**src/rtl/vga_pkg.sv**
```systemverilog
// Shared VGA constants, colour codes, and rect_fill_writer types.
package vga_pkg;

   localparam int unsigned H_RES   = 640;
   localparam int unsigned V_RES   = 480;
   localparam int unsigned ADDR_W  = 19;
   localparam int unsigned COLOR_W = 3;
   localparam int unsigned X_W     = 10;
   localparam int unsigned Y_W     = 9;

   typedef enum logic [COLOR_W-1:0] {
      BLACK  = 3'd0,
      GREEN  = 3'd1,
      BLUE   = 3'd2,
      RED    = 3'd3,
      TEAL   = 3'd4,
      GRAY   = 3'd5,
      WHITE  = 3'd6,
      GWHITE = 3'd7
   } color_e;

   typedef enum logic [1:0] {
      ST_IDLE = 2'd0,
      ST_CLIP = 2'd1,
      ST_FILL = 2'd2
   } fill_state_e;

   typedef struct packed {
      logic [X_W-1:0]     x;
      logic [Y_W-1:0]     y;
      logic [X_W-1:0]     w;
      logic [Y_W-1:0]     h;
      logic [COLOR_W-1:0] color;
   } rect_cmd_t;

   // y*640 as shift-add (512 + 128); never needs a multiplier.
   function automatic logic [ADDR_W-1:0] row_base(input logic [Y_W-1:0] y);
      return (ADDR_W'(y) << 9) + (ADDR_W'(y) << 7);
   endfunction

endpackage

```
**src/rtl/rect_fill_writer_if.sv**
```systemverilog
// Command and frame-buffer write bus between game logic and rect_fill_writer.
interface rect_fill_writer_if;
   import vga_pkg::*;

   logic               cmd_valid;
   logic               cmd_ready;
   logic [X_W-1:0]     cmd_x;
   logic [Y_W-1:0]     cmd_y;
   logic [X_W-1:0]     cmd_w;
   logic [Y_W-1:0]     cmd_h;
   logic [COLOR_W-1:0] cmd_color;
   logic               busy;
   logic               done;
   logic               fb_ready;
   logic               wr_en;
   logic [ADDR_W-1:0]  Waddr;
   logic [COLOR_W-1:0] Wdata;

   // Game logic / frame buffer side.
   modport master (
      output cmd_valid, cmd_x, cmd_y, cmd_w, cmd_h, cmd_color, fb_ready,
      input  cmd_ready, busy, done, wr_en, Waddr, Wdata
   );

   // Fill writer side.
   modport slave (
      input  cmd_valid, cmd_x, cmd_y, cmd_w, cmd_h, cmd_color, fb_ready,
      output cmd_ready, busy, done, wr_en, Waddr, Wdata
   );

endinterface

```
**src/rtl/fill_addr_gen.sv**
```systemverilog
// Raster-order address walker over a clipped rectangle; incremental adds only.
module fill_addr_gen
   import vga_pkg::*;
(
   input  logic              clk_i,
   input  logic              rst_i,
   input  logic              load_i,
   input  logic              advance_i,
   input  logic [X_W-1:0]    x0_i,
   input  logic [Y_W-1:0]    y0_i,
   input  logic [X_W-1:0]    x_end_i,
   input  logic [Y_W-1:0]    y_end_i,
   output logic [ADDR_W-1:0] addr_o,
   output logic              last_o
);

   logic [X_W-1:0]    x_q, x0_q, x_end_q;
   logic [Y_W-1:0]    y_q, y_end_q;
   logic [ADDR_W-1:0] row_q, addr_q;
   logic              last_q;

   logic              x_at_end_c;
   logic [ADDR_W-1:0] row_next_c;
   logic [ADDR_W-1:0] row_load_c;

   // Row-wrap detection and next-row base.
   always_comb begin
      row_load_c = row_base(y0_i);
      row_next_c = row_q + ADDR_W'(H_RES);
      x_at_end_c = (x_q == x_end_q - X_W'(1));
   end

   // Counters; last_q flags that the pixel now presented is the final one.
   always_ff @(posedge clk_i) begin
      if (rst_i) begin
         x_q     <= '0;
         x0_q    <= '0;
         x_end_q <= '0;
         y_q     <= '0;
         y_end_q <= '0;
         row_q   <= '0;
         addr_q  <= '0;
         last_q  <= 1'b0;
      end else if (load_i) begin
         x_q     <= x0_i;
         x0_q    <= x0_i;
         x_end_q <= x_end_i;
         y_q     <= y0_i;
         y_end_q <= y_end_i;
         row_q   <= row_load_c;
         addr_q  <= row_load_c + ADDR_W'(x0_i);
         last_q  <= (x0_i + X_W'(1) == x_end_i) && (y0_i + Y_W'(1) == y_end_i);
      end else if (advance_i) begin
         if (x_at_end_c) begin
            x_q    <= x0_q;
            y_q    <= y_q + Y_W'(1);
            row_q  <= row_next_c;
            addr_q <= row_next_c + ADDR_W'(x0_q);
            last_q <= (x0_q + X_W'(1) == x_end_q) && (y_q + Y_W'(2) == y_end_q);
         end else begin
            x_q    <= x_q + X_W'(1);
            addr_q <= addr_q + ADDR_W'(1);
            last_q <= (x_q + X_W'(2) == x_end_q) && (y_q + Y_W'(1) == y_end_q);
         end
      end
   end

   assign addr_o = addr_q;
   assign last_o = last_q;

endmodule

```
**src/rtl/rect_fill_writer.sv**
```systemverilog
// Rectangle fill engine: accepts a command, clips to the screen, writes one pixel per cycle.
module rect_fill_writer
   import vga_pkg::*;
(
   input  logic            clk_100mhz,
   input  logic            rst,
   rect_fill_writer_if.slave bus
);

   fill_state_e state_q;
   rect_cmd_t   cmd_q;
   logic        cmd_ready_q;
   logic        busy_q;
   logic        done_q;
   logic        wr_en_q;

   logic [X_W:0]      x_sum_c;
   logic [Y_W:0]      y_sum_c;
   logic [X_W-1:0]    x_end_c;
   logic [Y_W-1:0]    y_end_c;
   logic              empty_c;
   logic              load_c;
   logic              advance_c;
   logic              last;
   logic [ADDR_W-1:0] addr;

   // Clip the captured rectangle to the visible area; widened sums cannot overflow.
   always_comb begin
      x_sum_c = (X_W+1)'(cmd_q.x) + (X_W+1)'(cmd_q.w);
      y_sum_c = (Y_W+1)'(cmd_q.y) + (Y_W+1)'(cmd_q.h);
      x_end_c = (x_sum_c > (X_W+1)'(H_RES)) ? X_W'(H_RES) : x_sum_c[X_W-1:0];
      y_end_c = (y_sum_c > (Y_W+1)'(V_RES)) ? Y_W'(V_RES) : y_sum_c[Y_W-1:0];
      empty_c = (cmd_q.w == '0) || (cmd_q.h == '0) ||
                (cmd_q.x >= X_W'(H_RES)) || (cmd_q.y >= Y_W'(V_RES));
   end

   // Address generator controls: load on a non-empty CLIP, step on each accepted non-final write.
   always_comb begin
      load_c    = (state_q == ST_CLIP) && !empty_c;
      advance_c = (state_q == ST_FILL) && bus.fb_ready && !last;
   end

   // Command FSM with registered handshake and status outputs.
   always_ff @(posedge clk_100mhz) begin
      if (rst) begin
         state_q     <= ST_IDLE;
         cmd_q       <= '0;
         cmd_ready_q <= 1'b1;
         busy_q      <= 1'b0;
         done_q      <= 1'b0;
         wr_en_q     <= 1'b0;
      end else begin
         done_q <= 1'b0;
         case (state_q)
            ST_IDLE: begin
               if (bus.cmd_valid) begin
                  cmd_q       <= '{x: bus.cmd_x, y: bus.cmd_y, w: bus.cmd_w,
                                   h: bus.cmd_h, color: bus.cmd_color};
                  cmd_ready_q <= 1'b0;
                  busy_q      <= 1'b1;
                  state_q     <= ST_CLIP;
               end
            end
            ST_CLIP: begin
               if (empty_c) begin
                  done_q      <= 1'b1;
                  cmd_ready_q <= 1'b1;
                  busy_q      <= 1'b0;
                  state_q     <= ST_IDLE;
               end else begin
                  wr_en_q <= 1'b1;
                  state_q <= ST_FILL;
               end
            end
            ST_FILL: begin
               if (bus.fb_ready && last) begin
                  wr_en_q     <= 1'b0;
                  done_q      <= 1'b1;
                  cmd_ready_q <= 1'b1;
                  busy_q      <= 1'b0;
                  state_q     <= ST_IDLE;
               end
            end
            default: state_q <= ST_IDLE;
         endcase
      end
   end

   fill_addr_gen u_addr_gen (
      .clk_i     (clk_100mhz),
      .rst_i     (rst),
      .load_i    (load_c),
      .advance_i (advance_c),
      .x0_i      (cmd_q.x),
      .y0_i      (cmd_q.y),
      .x_end_i   (x_end_c),
      .y_end_i   (y_end_c),
      .addr_o    (addr),
      .last_o    (last)
   );

   assign bus.cmd_ready = cmd_ready_q;
   assign bus.busy      = busy_q;
   assign bus.done      = done_q;
   assign bus.wr_en     = wr_en_q;
   assign bus.Waddr     = addr;
   assign bus.Wdata     = cmd_q.color;

endmodule

```
**src/flat_wrapper.sv**
```systemverilog
// flat-port wrapper written by rule: the top's interface ports become plain ports
module rect_fill_writer_flat import vga_pkg::*;
  (clk_100mhz, rst, bus_cmd_valid, bus_cmd_x, bus_cmd_y, bus_cmd_w, bus_cmd_h, bus_cmd_color, bus_fb_ready, bus_cmd_ready, bus_busy, bus_done, bus_wr_en, bus_Waddr, bus_Wdata);
  rect_fill_writer_if bus_i ();
  input  logic clk_100mhz;
  input  logic rst;
  input wire logic [$bits(bus_i.cmd_valid)-1:0] bus_cmd_valid;
  input wire logic [$bits(bus_i.cmd_x)-1:0] bus_cmd_x;
  input wire logic [$bits(bus_i.cmd_y)-1:0] bus_cmd_y;
  input wire logic [$bits(bus_i.cmd_w)-1:0] bus_cmd_w;
  input wire logic [$bits(bus_i.cmd_h)-1:0] bus_cmd_h;
  input wire logic [$bits(bus_i.cmd_color)-1:0] bus_cmd_color;
  input wire logic [$bits(bus_i.fb_ready)-1:0] bus_fb_ready;
  output wire logic [$bits(bus_i.cmd_ready)-1:0] bus_cmd_ready;
  output wire logic [$bits(bus_i.busy)-1:0] bus_busy;
  output wire logic [$bits(bus_i.done)-1:0] bus_done;
  output wire logic [$bits(bus_i.wr_en)-1:0] bus_wr_en;
  output wire logic [$bits(bus_i.Waddr)-1:0] bus_Waddr;
  output wire logic [$bits(bus_i.Wdata)-1:0] bus_Wdata;
  assign bus_i.cmd_valid = bus_cmd_valid;
  assign bus_i.cmd_x = bus_cmd_x;
  assign bus_i.cmd_y = bus_cmd_y;
  assign bus_i.cmd_w = bus_cmd_w;
  assign bus_i.cmd_h = bus_cmd_h;
  assign bus_i.cmd_color = bus_cmd_color;
  assign bus_i.fb_ready = bus_fb_ready;
  assign bus_cmd_ready = bus_i.cmd_ready;
  assign bus_busy = bus_i.busy;
  assign bus_done = bus_i.done;
  assign bus_wr_en = bus_i.wr_en;
  assign bus_Waddr = bus_i.Waddr;
  assign bus_Wdata = bus_i.Wdata;
  rect_fill_writer u_core (.clk_100mhz(clk_100mhz), .rst(rst), .bus(bus_i));
endmodule
```
**config.mk**
```make
export PLATFORM = sky130hd
export DESIGN_NAME = rect_fill_writer_flat
export DESIGN_NICKNAME = d
export VERILOG_FILES = /design/src/rtl/vga_pkg.sv /design/src/rtl/rect_fill_writer_if.sv /design/src/rtl/fill_addr_gen.sv /design/src/rtl/rect_fill_writer.sv /design/src/flat_wrapper.sv
export SDC_FILE = /design/constraint.sdc
export NUM_CORES = 1
export LEC_CHECK = 0
export ABC_AREA = 0
export BUFFER_PORTS_ARGS = -buffer_cell sky130_fd_sc_hd__buf_2
export CAP_MARGIN = 20
export CORE_UTILIZATION = 30
export DETAILED_ROUTE_END_ITERATION = 12
export HOLD_SLACK_MARGIN = 0.15
export PLACE_DENSITY_LB_ADDON = 0.25
export RECOVER_POWER = 25
export SLEW_MARGIN = 40
export SYNTH_ARGS = -nofsm -noshare
export SYNTH_HDL_FRONTEND = slang
export SYNTH_SLANG_ARGS = --single-unit
export TNS_END_PERCENT = 10
```
**constraint.sdc**
```tcl
create_clock -name clk_100mhz -period 9.25 [get_ports clk_100mhz]
set_clock_uncertainty 0.1 [all_clocks]
set_input_delay 1.3875 -clock clk_100mhz [delete_from_list [all_inputs] [get_ports clk_100mhz]]
set_output_delay 1.3875 -clock clk_100mhz [all_outputs]
set_load 0.05 [all_outputs]
```
==> impl_metrics.tcl <==
set metrics [dict create \
    async_set_or_reset_flop_fraction_in_the_synthesized_netlist_pct 0 \
    initial_core_util_pct 30.9 \
    slew_violations 162 \
    crit_path_class "in -> reg" \
    dpl.hpwl_mm 20.5 \
    antenna_found_initial 0 \
    final.setup.tns_ns 0 \
    finish.net_count 1394 \
    cts_setup_buffers 0 \
    crit_buf_inv 2 \
    timing.reg2reg.setup_slack_ns 4.49 \
    grt_start_max_net_pins 97 \
    tritoncts "built" \
    post-place-ws_ns 5.62 \
    max_slew_margin_pct -203 \
    drt-total-wl_mm 28.8 \
    std_cell_rows 64 \
    critPathTopFamily "buffers and inverters" \
    ctsHtreeMaxLevel 4 \
    worstHoldEndpoint "u_core.bus.Wdata[0]" \
    run_status "complete, but fails checks" \
    post_cts_resized 0 \
    grt-ovfl-total 0 \
    synthesized_area_fraction_occupied_by_xor_and_xnor_cells_pct 13.0 \
    root_buffer "clkbuf_16" \
    detail_route.iter0.violations 597 \
    worstPathCellList "clkbuf_1 -> clkbuf_1 -> nor2_1" \
    final.setup.worst_slack_ns 3.22 \
    synth_top_family_by_area "simple AND/OR/NAND/NOR gates" \
    holdPathStages 2 \
    yosys.cell_count.top_type "nand2_1" \
    maxCapViolations 2 \
    slowest_delay_ns 3.24 \
    yosys-mux-area-fraction_pct 1.14 \
    postCtsHoldBufs 0 \
    power_leakage_nw 4.09 \
    synth-simple-area-share_pct 24.0 \
    cts_made_buffers 17 \
    layout_worst_path_cycle_share_pct 65.2 \
    final.min_clock_period_ns 6.03 \
    ys.flop_type "dfxtp_1" \
    cp_slowest_cell "clkbuf_1" \
    start_kind "input port" \
    die_width_um 180 \
    worst_ep_required_time_ns 9.25 \
    syn2layout_area_growth_pct 12.1 \
    detail_route.first_pass.iterations 7 \
    post-route-cell-area_um2 10700 \
    reg2reg_from "u_core.cmd_q[38]" \
    end_kind "flop" \
    number_of_buffers_inserted_by_port_buffering 70 \
    final_hold_viol_count 0 \
    p_per_area_nw_per_um2 179 \
    synth.avg_cell_area_um2 7.42 \
    post_synth_most_frequent_cells "nand2_1, a21oi_1, dfxtp_1, nor2_1, xnor2_1" \
    cell_area_after_technology_mapping_um2 9540 \
    synth_top_area_share_pct 26.7 \
    post_synth_main_area_contributors "dfxtp_1, a21oi_1, nand2_1, xnor2_1, ha_1" \
    final_layout_size_suffix_gt1_share_pct 9.54 \
    detail-route-antenna-nets 0 \
    clkTransAtPathRegs_ns 0.06 \
    cp.arrival_ns 6.03 \
    clock_latency_ns 0.44 \
    post_dp_cell_area_um2 10100 \
    r2r-end "u_core.u_addr_gen.x_q[2]" \
    flop_and_latch_count_out_of_synthesis 127 \
    worst_pin_slew_ns 4.55 \
    clock_path_buffers 2 \
    globalRouteTotalUtil_pct 18.0 \
    number_of_distinct_library_cells_after_synthesis 80 \
    synth_edf_count 0 \
    design.die.area_um2 32500 \
    globalplace.congestion 0.866 \
    final_core_utilization_pct 34.6 \
    design.portCount 71 \
    critPathMostFrequentCell "clkbuf_1" \
    number_of_drc_violations_after_detailed_routing 0 \
    synth_sequential_area_ratio_pct 26.7 \
    synth-warning-count 0 \
    number_of_global_route_vias_before_repair 8474 \
    synth_adder_area_share_pct 7.14 \
    synth_top_cell_by_area "dfxtp_1" \
    worst_r2r_path_depth 7 \
    wire_length_of_the_first_global_routing_pass_mm 47.0 \
    setup-violations-final 0 \
    postSynthNetCount 1383 \
    fillCellCount 3352 \
    detail_route.vias_per_cell 5.30 \
    synth-compound-area-share_pct 22.9 \
    num_vias 9040 \
    hold_path.startpoint "u_core.bus.Wdata[0]" \
    critical_path_peak_fanout 96 \
    vdd_drop_max_mv 0.135 \
    post_drt_wl_per_cell_um 16.8 \
    holdCritPathClass "reg -> reg" \
    violations "max-capacitance violations, max-slew violations" \
    die-height_um 180 \
    fmax_ghz 0.166 \
    cts.sink_count 127 \
    coreArea_um2 30900 \
    syn-instance-count 1286 \
    rsz0062_at_grt "false" \
]
-- sequential cells by signal, indices dropped and copies added, names as in the netlist, 2 cells and up --
signal                     cells
u_core.u_addr_gen.y_q          9
u_core.u_addr_gen.x_end_q     10
u_core.u_addr_gen.row_q       12
u_core.bus.Wdata               3
u_core.u_addr_gen.addr_o      19
u_core.cmd_q                  38
u_core.u_addr_gen.x0_q        10
u_core.state_q                 2
u_core.u_addr_gen.y_end_q      9
u_core.u_addr_gen.x_q         10
-- how the worst max path moves through the flow --
stage / start / endpoint / cells after the start
5_1_grt: rst / u_core.bus.wr_en / 3
3_3_place_gp: u_core.cmd_q[22] / u_core.u_addr_gen.last_o / 12
2_1_floorplan: u_core.cmd_q[31] / u_core.u_addr_gen.last_o / 10
6_report: rst / u_core.bus.wr_en / 3
3_5_place_dp: u_core.cmd_q[23] / u_core.u_addr_gen.last_o / 11
4_1_cts: u_core.cmd_q[23] / u_core.u_addr_gen.last_o / 11
-- metrics by stage --
| step | cells | hold slack [ns] | power, mW |
|---|---|---|---|
| floorplan | 1286 | 0.337 | 1.05 |
| global placement | 1674 | 0.342 | 1.18 |
| detailed placement | 1674 | 0.346 | 1.18 |
| CTS | 1706 | 0.356 | 1.92 |
| global route | 1706 | 0.389 | 2.01 |
| finish | 1707 | 0.355 | 1.91 |
-- area by class of cell --
class / count / area [µm²] / share of cell area (%)
clock buffers: 22 / 464 / 4.34
clock inverters: 10 / 159 / 1.49
flip-flops and latches: 127 / 2540 / 23.8
diodes: 1 / 2.50 / 0.0234
well taps: 396 / 495 / 4.63
inverters: 34 / 128 / 1.19
multi-input cells: 1040 / 6500 / 60.8
repair buffers: 77 / 397 / 3.71
-- metal layers --
layer | vias up | share of wire [%] | global-route usage [%]
met5 | - | 0 | 0
met4 | 0 | 1.7 | 5.54
met3 | 32 | 5.2 | 3.80
met2 | 234 | 42 | 26.2
met1 | 4203 | 51 | 26.0
li1 | 4571 | - | -
-- where the power goes --
part	switching, mW	total (mW)	internal [mW]
clock	0.264	0.729	0.465
sequential	0.0849	0.681	0.596
combinational	0.306	0.499	0.193
-- placed cells by master, fill, tap and decap left out, drive strengths merged, types with 26 or more instances in the layout --
cell and count:
o21ai 37, a211oi 30, nand3 56, xor2 58
inv 35, buf 73, a21oi 150, dfxtp 127
nor3 41, ha 48, nand2 190, xnor2 80
clkbuf 26, nor2 122
-- tightest hold or removal path, cell delays in order (launching register included) --
cell and delay, ns:
dfxtp_1 0.31, nand2_1 0.05, a21oi_1 0.05
-- kinds of logic after synthesis --
family | Yosys count
xor gates and xnor gates | 139
DFF | 127
and+or+nand+nor | 499
adders and majority gates | 52
buffers and inverters | 119
AOI/OAI and AO/OA | 340
muxes | 10
No activity file was read; power rests on OpenSTA's default activity.
